`src/rtl/psw_debounce_counter.sv`:
```
// Multi-channel push-switch front end: 2-flop synchroniser, slow-tick majority-vote
// debounce, qualified edge pulse and per-channel event counter.
module psw_debounce_counter #(
  parameter int NCH       = 4,
  parameter int TICK_DIV  = 500000,
  parameter int SMP_DEPTH = 3,
  parameter int CNT_W     = 4,
  parameter int EDGE_SEL  = 0,
  parameter int SATURATE  = 0
) (
  input  logic                 CLK,
  input  logic                 RST,
  input  logic [NCH-1:0]       PSW,
  input  logic [NCH-1:0]       CLR,
  output logic [NCH-1:0]       LEVEL,
  output logic [NCH-1:0]       PRESS,
  output logic [NCH*CNT_W-1:0] COUNT,
  output logic                 TICK
);

  localparam int DIV_W = (TICK_DIV > 2) ? $clog2(TICK_DIV) : 1;
  localparam logic [DIV_W-1:0] DIV_LAST = DIV_W'(TICK_DIV - 1);
  localparam logic [CNT_W-1:0] CNT_MAX  = '1;

  logic [NCH-1:0]       sync0_q, sync0_d;
  logic [NCH-1:0]       sync1_q, sync1_d;
  logic [DIV_W-1:0]     div_q, div_d;
  logic [SMP_DEPTH-1:0] hist_q [NCH];
  logic [SMP_DEPTH-1:0] hist_d [NCH];
  logic [NCH-1:0]       level_q, level_d;
  logic [NCH-1:0]       press_q, press_d;
  logic [CNT_W-1:0]     count_q [NCH];
  logic [CNT_W-1:0]     count_d [NCH];
  logic [NCH-1:0]       maj;
  logic [NCH-1:0]       qual;

  function automatic int popcount(input logic [SMP_DEPTH-1:0] v);
    int n;
    n = 0;
    for (int k = 0; k < SMP_DEPTH; k++) begin
      if (v[k]) n++;
    end
    return n;
  endfunction

  assign TICK = (div_q == DIV_LAST);

  always_comb begin
    maj  = '0;
    qual = '0;
    for (int ch = 0; ch < NCH; ch++) begin
      maj[ch] = (popcount(hist_q[ch]) > (SMP_DEPTH / 2));
    end
    if (EDGE_SEL == 0) begin
      qual = maj & ~level_q;
    end else if (EDGE_SEL == 1) begin
      qual = ~maj & level_q;
    end else begin
      qual = maj ^ level_q;
    end
  end

  // CLR beats a qualified edge; the edge still produces its PRESS pulse.
  always_comb begin
    sync0_d = PSW;
    sync1_d = sync0_q;
    div_d   = (div_q == DIV_LAST) ? '0 : div_q + 1'b1;
    level_d = maj;
    press_d = qual;
    for (int ch = 0; ch < NCH; ch++) begin
      hist_d[ch]  = hist_q[ch];
      count_d[ch] = count_q[ch];
      if (TICK) begin
        hist_d[ch] = {hist_q[ch][SMP_DEPTH-2:0], sync1_q[ch]};
      end
      if (CLR[ch]) begin
        count_d[ch] = '0;
      end else if (qual[ch]) begin
        if (count_q[ch] == CNT_MAX) begin
          count_d[ch] = (SATURATE != 0) ? CNT_MAX : '0;
        end else begin
          count_d[ch] = count_q[ch] + 1'b1;
        end
      end
    end
  end

  always_ff @(posedge CLK) begin
    if (RST) begin
      sync0_q <= '0;
      sync1_q <= '0;
      div_q   <= '0;
      level_q <= '0;
      press_q <= '0;
      for (int ch = 0; ch < NCH; ch++) begin
        hist_q[ch]  <= '0;
        count_q[ch] <= '0;
      end
    end else begin
      sync0_q <= sync0_d;
      sync1_q <= sync1_d;
      div_q   <= div_d;
      level_q <= level_d;
      press_q <= press_d;
      for (int ch = 0; ch < NCH; ch++) begin
        hist_q[ch]  <= hist_d[ch];
        count_q[ch] <= count_d[ch];
      end
    end
  end

  assign LEVEL = level_q;
  assign PRESS = press_q;

  for (genvar g = 0; g < NCH; g++) begin : g_count
    assign COUNT[g*CNT_W +: CNT_W] = count_q[g];
  end

endmodule

```
`config.mk`:
```
export PLATFORM = sky130hd
export DESIGN_NAME = psw_debounce_counter
export DESIGN_NICKNAME = d
export VERILOG_FILES = /design/src/rtl/psw_debounce_counter.sv
export SDC_FILE = /design/constraint.sdc
export NUM_CORES = 1
export LEC_CHECK = 0
export BUFFER_PORTS_ARGS = -buffer_cell sky130_fd_sc_hd__buf_2
export CAP_MARGIN = 15
export CORE_MARGIN = 5
export CORE_UTILIZATION = 62
export CTS_BUF_LIST = sky130_fd_sc_hd__clkbuf_8
export DETAILED_ROUTE_END_ITERATION = 6
export PLACE_DENSITY = 0.9
export RECOVER_POWER = 50
export SYNTH_ARGS = -nofsm -noshare
export SYNTH_HDL_FRONTEND = slang
export SYNTH_SLANG_ARGS = --single-unit
```
`constraint.sdc`:
```
create_clock -name CLK -period 5.7 [get_ports CLK]
set_input_delay 1.71 -clock CLK [delete_from_list [all_inputs] [get_ports CLK]]
set_output_delay 1.71 -clock CLK [all_outputs]
set_load 0.02 [all_outputs]
```
==> results of run 1 <==
==> power breakdown <==
part | leakage, nW | switching, mW | total (mW) | internal (mW)
clock | 0.0981 | 0.170 | 0.381 | 0.211
combinational | 0.587 | 0.0104 | 0.0195 | 0.00906
sequential | 0.510 | 0.00326 | 0.448 | 0.445
==> critical path, stage by stage, from the launching register on <==
cell	delay, ns
dfxtp_1	0.38
or4_1	0.56
or4_4	0.61
nor2_8	0.26
buf_2	0.23
==> worst min path at each step <==
stage | end | slack, ns | cells past startpoint
2_1_floorplan | sync1_q[0] | 0.41 | 1
3_3_place_gp | sync1_q[3] | 0.42 | 1
3_5_place_dp | sync1_q[3] | 0.42 | 1
4_1_cts | sync1_q[3] | 0.43 | 1
5_1_grt | sync1_q[3] | 0.45 | 1
6_report | sync1_q[3] | 0.43 | 1
==> placed cells by master, fill, tap and decap left out, types with 12 or more instances in the layout <==
cell       n
nor2_1    23
inv_1     23
mux2i_1   12
buf_2     33
o21ai_0   13
nand3_1   17
nor2b_1   12
a21oi_1   17
ha_1      13
nand2b_1  20
dfxtp_1   63
==> final cells by class <==
cell class                 count  share of cell area (%)
sequential                    63                    39.4
timing repair buffer          34                    5.28
multi-input combinational    211                    44.4
clock buffer                  10                    4.30
tap                           52                    2.03
clock inverter                 6                    1.88
inverter                      23                    2.70
==> per-stage QoR <==
step	instances	instance area, um^2	utilization [%]
6_report	399	3200	72.9
5_1_grt	399	3200	72.9
4_1_cts	399	3200	73.0
3_5_place_dp	383	3000	68.5
3_3_place_gp	383	3000	68.5
2_1_floorplan	305	2840	-
==> metal layers <==
layer / routed length (um) / vias up / track usage, %
met1: 2250 / 1015 / 21.6
met3: 232 / 11 / 5.90
met2: 2690 / 33 / 31.5
met4: 107 / 0 / 8.25
met5: 0 / - / 0
li1: - / 1136 / -
==> registers in the layout, indices dropped and copies added, names as in the netlist <==
name,flops
div_q,19
count_q,16
hist_q,12
LEVEL,4
PRESS,4
sync0_q,4
sync1_q,4
==> cells by family (layout without fill, tap and decap cells) <==
group / count (synthesis) / in the layout
and+or+nand+nor: 119 / 119
DFF: 63 / 63
AOI/OAI and AO/OA: 52 / 52
buffers and inverters: 31 / 73
xor gates and xnor gates: 15 / 15
adders and majority gates: 13 / 13
muxes: 12 / 12
==> results.toml, run 1 <==
[min_path]
hp-start = "sync0_q[3]"
hold_path.class = "flop to flop"

[global_route]
grt_max_degree = 39
antenna_found_initial = 0
grt_pass1_wl_mm = 9.36
overflow = 0
track_usage_pct = 18.7
grt_pass1_vias = 2107

[clocking]
cts_tree = "yes"
cts_sinks = 63
clockBufferDepth = 2
hold_buffers = 0
cts-resized-gates = 0
postCtsSetupBuffers = 0
clkTransAtPathRegs_ns = 0.07
cts_buffers = 9
clk_latency_ns = 0.34
clockRootBuffer = "clkbuf_8"
h-tree-depth = 3

[sta]
hold_viol = 0
tns_ns = 0
fmax_mhz = 245
rsz0062_at_grt = "false"
whs_ns = 0.430
final.min_clock_period_ns = 4.09
finalClockSkew_ns = 0.00497
worst_slack_ns = 1.61
period_share_pct = 71.7
tightest_slew_ns = 1.34
slew_violations = 0
setup_viol = 0
slew_headroom_pct = 10.6

[yosys]
synth-compound-area-share_pct = 11.3
synth_fa_ha_area_share_pct = 5.74
synth_top_family_by_area = "simple AND/OR/NAND/NOR gates"
netlist_top_cells_count = "63 x dfxtp_1, 23 x inv_1, 23 x nor2_1"
yosysMostFrequentCell = "dfxtp_1"
synth_top_area_share_pct = 44.5
syn-cell-area_um2 = 2840
yosysUniqueCellTypes = 33
ys_ff_latch = 63
ys_top_cells_by_area = "dfxtp_1 44%, ha_1 5.7%, nand2b_1 4.4%"
synth_edf_count = 0
synthMuxAreaShare_pct = 4.24
synthXorXnorAreaFrac_pct = 4.63
synthCells = 305
async_reset_ff_share_pct = 0
synth_ff_type = "dfxtp_1"
avgSynthCellArea_um2 = 9.30
synthSimpleGateAreaFrac_pct = 24.1
yosysTopAreaCell = "dfxtp_1"
synth_nets = 328
yosysWarnings = 0
synth-seq-area-share_pct = 44.5

[floorplanning]
design.core.area_um2 = 4380
die_h_um = 77.6
die_area_um2 = 6030
initial_core_util_pct = 64.7
die_width_um = 77.6
io_pins = 35
rows = 24

[worst_setup_path]
crit_end = "TICK"
worstSetupPathType = "flop to primary output"
worstSetupStartpoint = "div_q[12]"
cp-end-kind = "primary output"
required_ns = 3.99
r2r_end = "div_q[2]"
cp.arrival_ns = 2.38
timing.rr.start = "div_q[12]"
cp_max_fo = 13
rr_worst_depth = 4
reg2reg_setup_slack_ns = 3.54
critPathLaunchType = "flop"

[final_layout]
drive_gt1_share_pct = 16.4
syn_to_final_growth_pct = 12.8
antenna_cells = 0
fillCellCount = 326
multi_input_area_um2 = 1420
finish.net_count = 365
seq_area_um2 = 1260

[placed_design]
routabilityCongestion = 0.788
place_ws_ns = 1.97
dp.final_hpwl_mm = 3.65
portBuffers = 34

[power]
power.total_uw = 849
ir_drop_uv = 209
powerDensity_nw_per_um2 = 265
leakage_nw = 1.20

[routing]
routed-via-count = 2195
drc = 0
totalWireLength_mm = 5.28
ant_nets = 0
via_per_inst = 5.50
drtPass1Iterations = 5
drt-initial-drc-count = 105
routedWlPerCell_um = 13.2

[run]
maxCapViolations = 0

[status]
outcome = "completed"
Note: power is estimated with default switching activity, not from simulation.
==> inputs of run 2 (changes only) <==
Settings changed: CORE_UTILIZATION 62 to 60, PLACE_DENSITY 0.9 to 0.88.
Clock period 5.7 ns to 3.9 ns, I/O delays scaled along.
==> results.toml, run 2 (same netlist as run 1, synthesis figures left out) <==
[status]
outcome = "completed"

[global_route]
grt_max_degree = 39
track_usage_pct = 18.9
antenna_found_initial = 0
overflow = 0
grt_pass1_vias = 2122
grt_pass1_wl_mm = 9.25

[floorplanning]
die_h_um = 78.7
rows = 25
io_pins = 35
initial_core_util_pct = 60.8
die_area_um2 = 6200
die_width_um = 78.7
design.core.area_um2 = 4660

[final_layout]
final_cells = 401
final_area_um2 = 3160
fin_util_pct = 67.9
syn_to_final_growth_pct = 11.6
finish.net_count = 365
reg.largest.list = "div_q (19), count_q (16), hist_q (12)"
layout_common_cells = "63 x dfxtp_1, 25 x inv_1, 23 x nor2_1"
largest_register_ffs = 19
top_register = "div_q"
antenna_cells = 0
drive_gt1_share_pct = 12.4
layout_commonest_cell = "dfxtp_1"

[sta]
finalClockSkew_ns = 0.00728
slew_violations = 0
tns_ns = 0
setup_viol = 0
rsz0062_at_grt = "false"
period_share_pct = 90.2
fmax_mhz = 284
final.min_clock_period_ns = 3.52
hold_viol = 0
worst_slack_ns = 0.382
tightest_slew_ns = 1.33
whs_ns = 0.458
slew_headroom_pct = 11.5

[min_path]
hold_depth = 1
hold-path-endpoint = "sync1_q[1]"
hp-start = "sync0_q[1]"
hold_path.class = "flop to flop"

[clocking]
cts_tree = "yes"
postCtsSetupBuffers = 0
clkTransAtPathRegs_ns = 0.07
clk_latency_ns = 0.33
clockBufferDepth = 2
h-tree-depth = 3
cts_buffers = 9
clockRootBuffer = "clkbuf_8"
cts-resized-gates = 0
hold_buffers = 0
cts_sinks = 63

[placed_design]
routabilityCongestion = 0.814
portBuffers = 34
placed_cells = 385
dp.final_hpwl_mm = 3.58
place_ws_ns = 0.719
placed_area_um2 = 3000

[power]
ir_drop_uv = 322
powerDensity_nw_per_um2 = 372
power.total_mw = 1.18
leakage_nw = 1.14

[routing]
drt-initial-drc-count = 136
routedWlPerCell_um = 13.4
via_per_inst = 5.62
drtPass1Iterations = 4
totalWireLength_mm = 5.36
ant_nets = 0
drc = 0
routed-via-count = 2254

[worst_setup_path]
cp.arrival_ns = 2.35
reg2reg_setup_slack_ns = 1.78
slowest_delay_ns = 0.61
worstSetupPathType = "flop to primary output"
cp_slowest_cell = "or4_4"
cp_max_fo = 13
r2r_end = "div_q[5]"
required_ns = 2.73
cp_top_family = "simple AND/OR/NAND/NOR gates"
timing.rr.start = "div_q[12]"
rr_worst_depth = 4
critPathLaunchType = "flop"
critPathBufInv = 1
cp-end-kind = "primary output"
crit_chain = "or4_1, or4_4, nor2_8, buf_2"

[run]
maxCapViolations = 0
-- run 2: cell types whose count changed in the layout (fill, tap and decap cells not counted) --
cell and delta:
bufinv_16 -1, clkinv_2 -1, clkbuf_1 +12, inv_1 +2, buf_2 -12, clkbuf_8 +1, clkinvlp_4 -1
-- run 2: worst max path at each step --
stage          startpoint   end  slack (ns)  cells after the start
4_1_cts         div_q[12]  TICK        0.35                      4
2_1_floorplan   div_q[12]  TICK        0.92                      5
3_5_place_dp    div_q[12]  TICK        0.72                      4
5_1_grt         div_q[12]  TICK        0.27                      4
6_report        div_q[12]  TICK        0.38                      4
3_3_place_gp    div_q[12]  TICK        0.73                      4
-- run 2: layout make-up --
| class | instances | area [um^2] |
|---|---|---|
| tap | 54 | 67.6 |
| inverter | 23 | 86.3 |
| sequential | 63 | 1260 |
| timing repair buffer | 34 | 154 |
| clock buffer | 11 | 151 |
| fill | 367 | 1500 |
| clock inverter | 5 | 25.0 |
| multi-input combinational | 211 | 1420 |
-- run 2: per-layer routing --
layer	GRT usage (%)	vias to the layer above	part of all wire, %	routed length, um
met5	0	-	0	0
li1	-	1139	-	-
met2	32.6	50	50	2660
met3	6.58	10	4.7	251
met4	8.22	0	1.5	78
met1	20.9	1055	44	2370
-- run 2: power by group --
| part | leakage [nW] | internal (mW) | switching [mW] |
|---|---|---|---|
| sequential | 0.510 | 0.651 | 0.00507 |
| combinational | 0.534 | 0.0132 | 0.0152 |
| clock | 0.0977 | 0.258 | 0.236 |
| total | 1.14 | 0.922 | 0.256 |
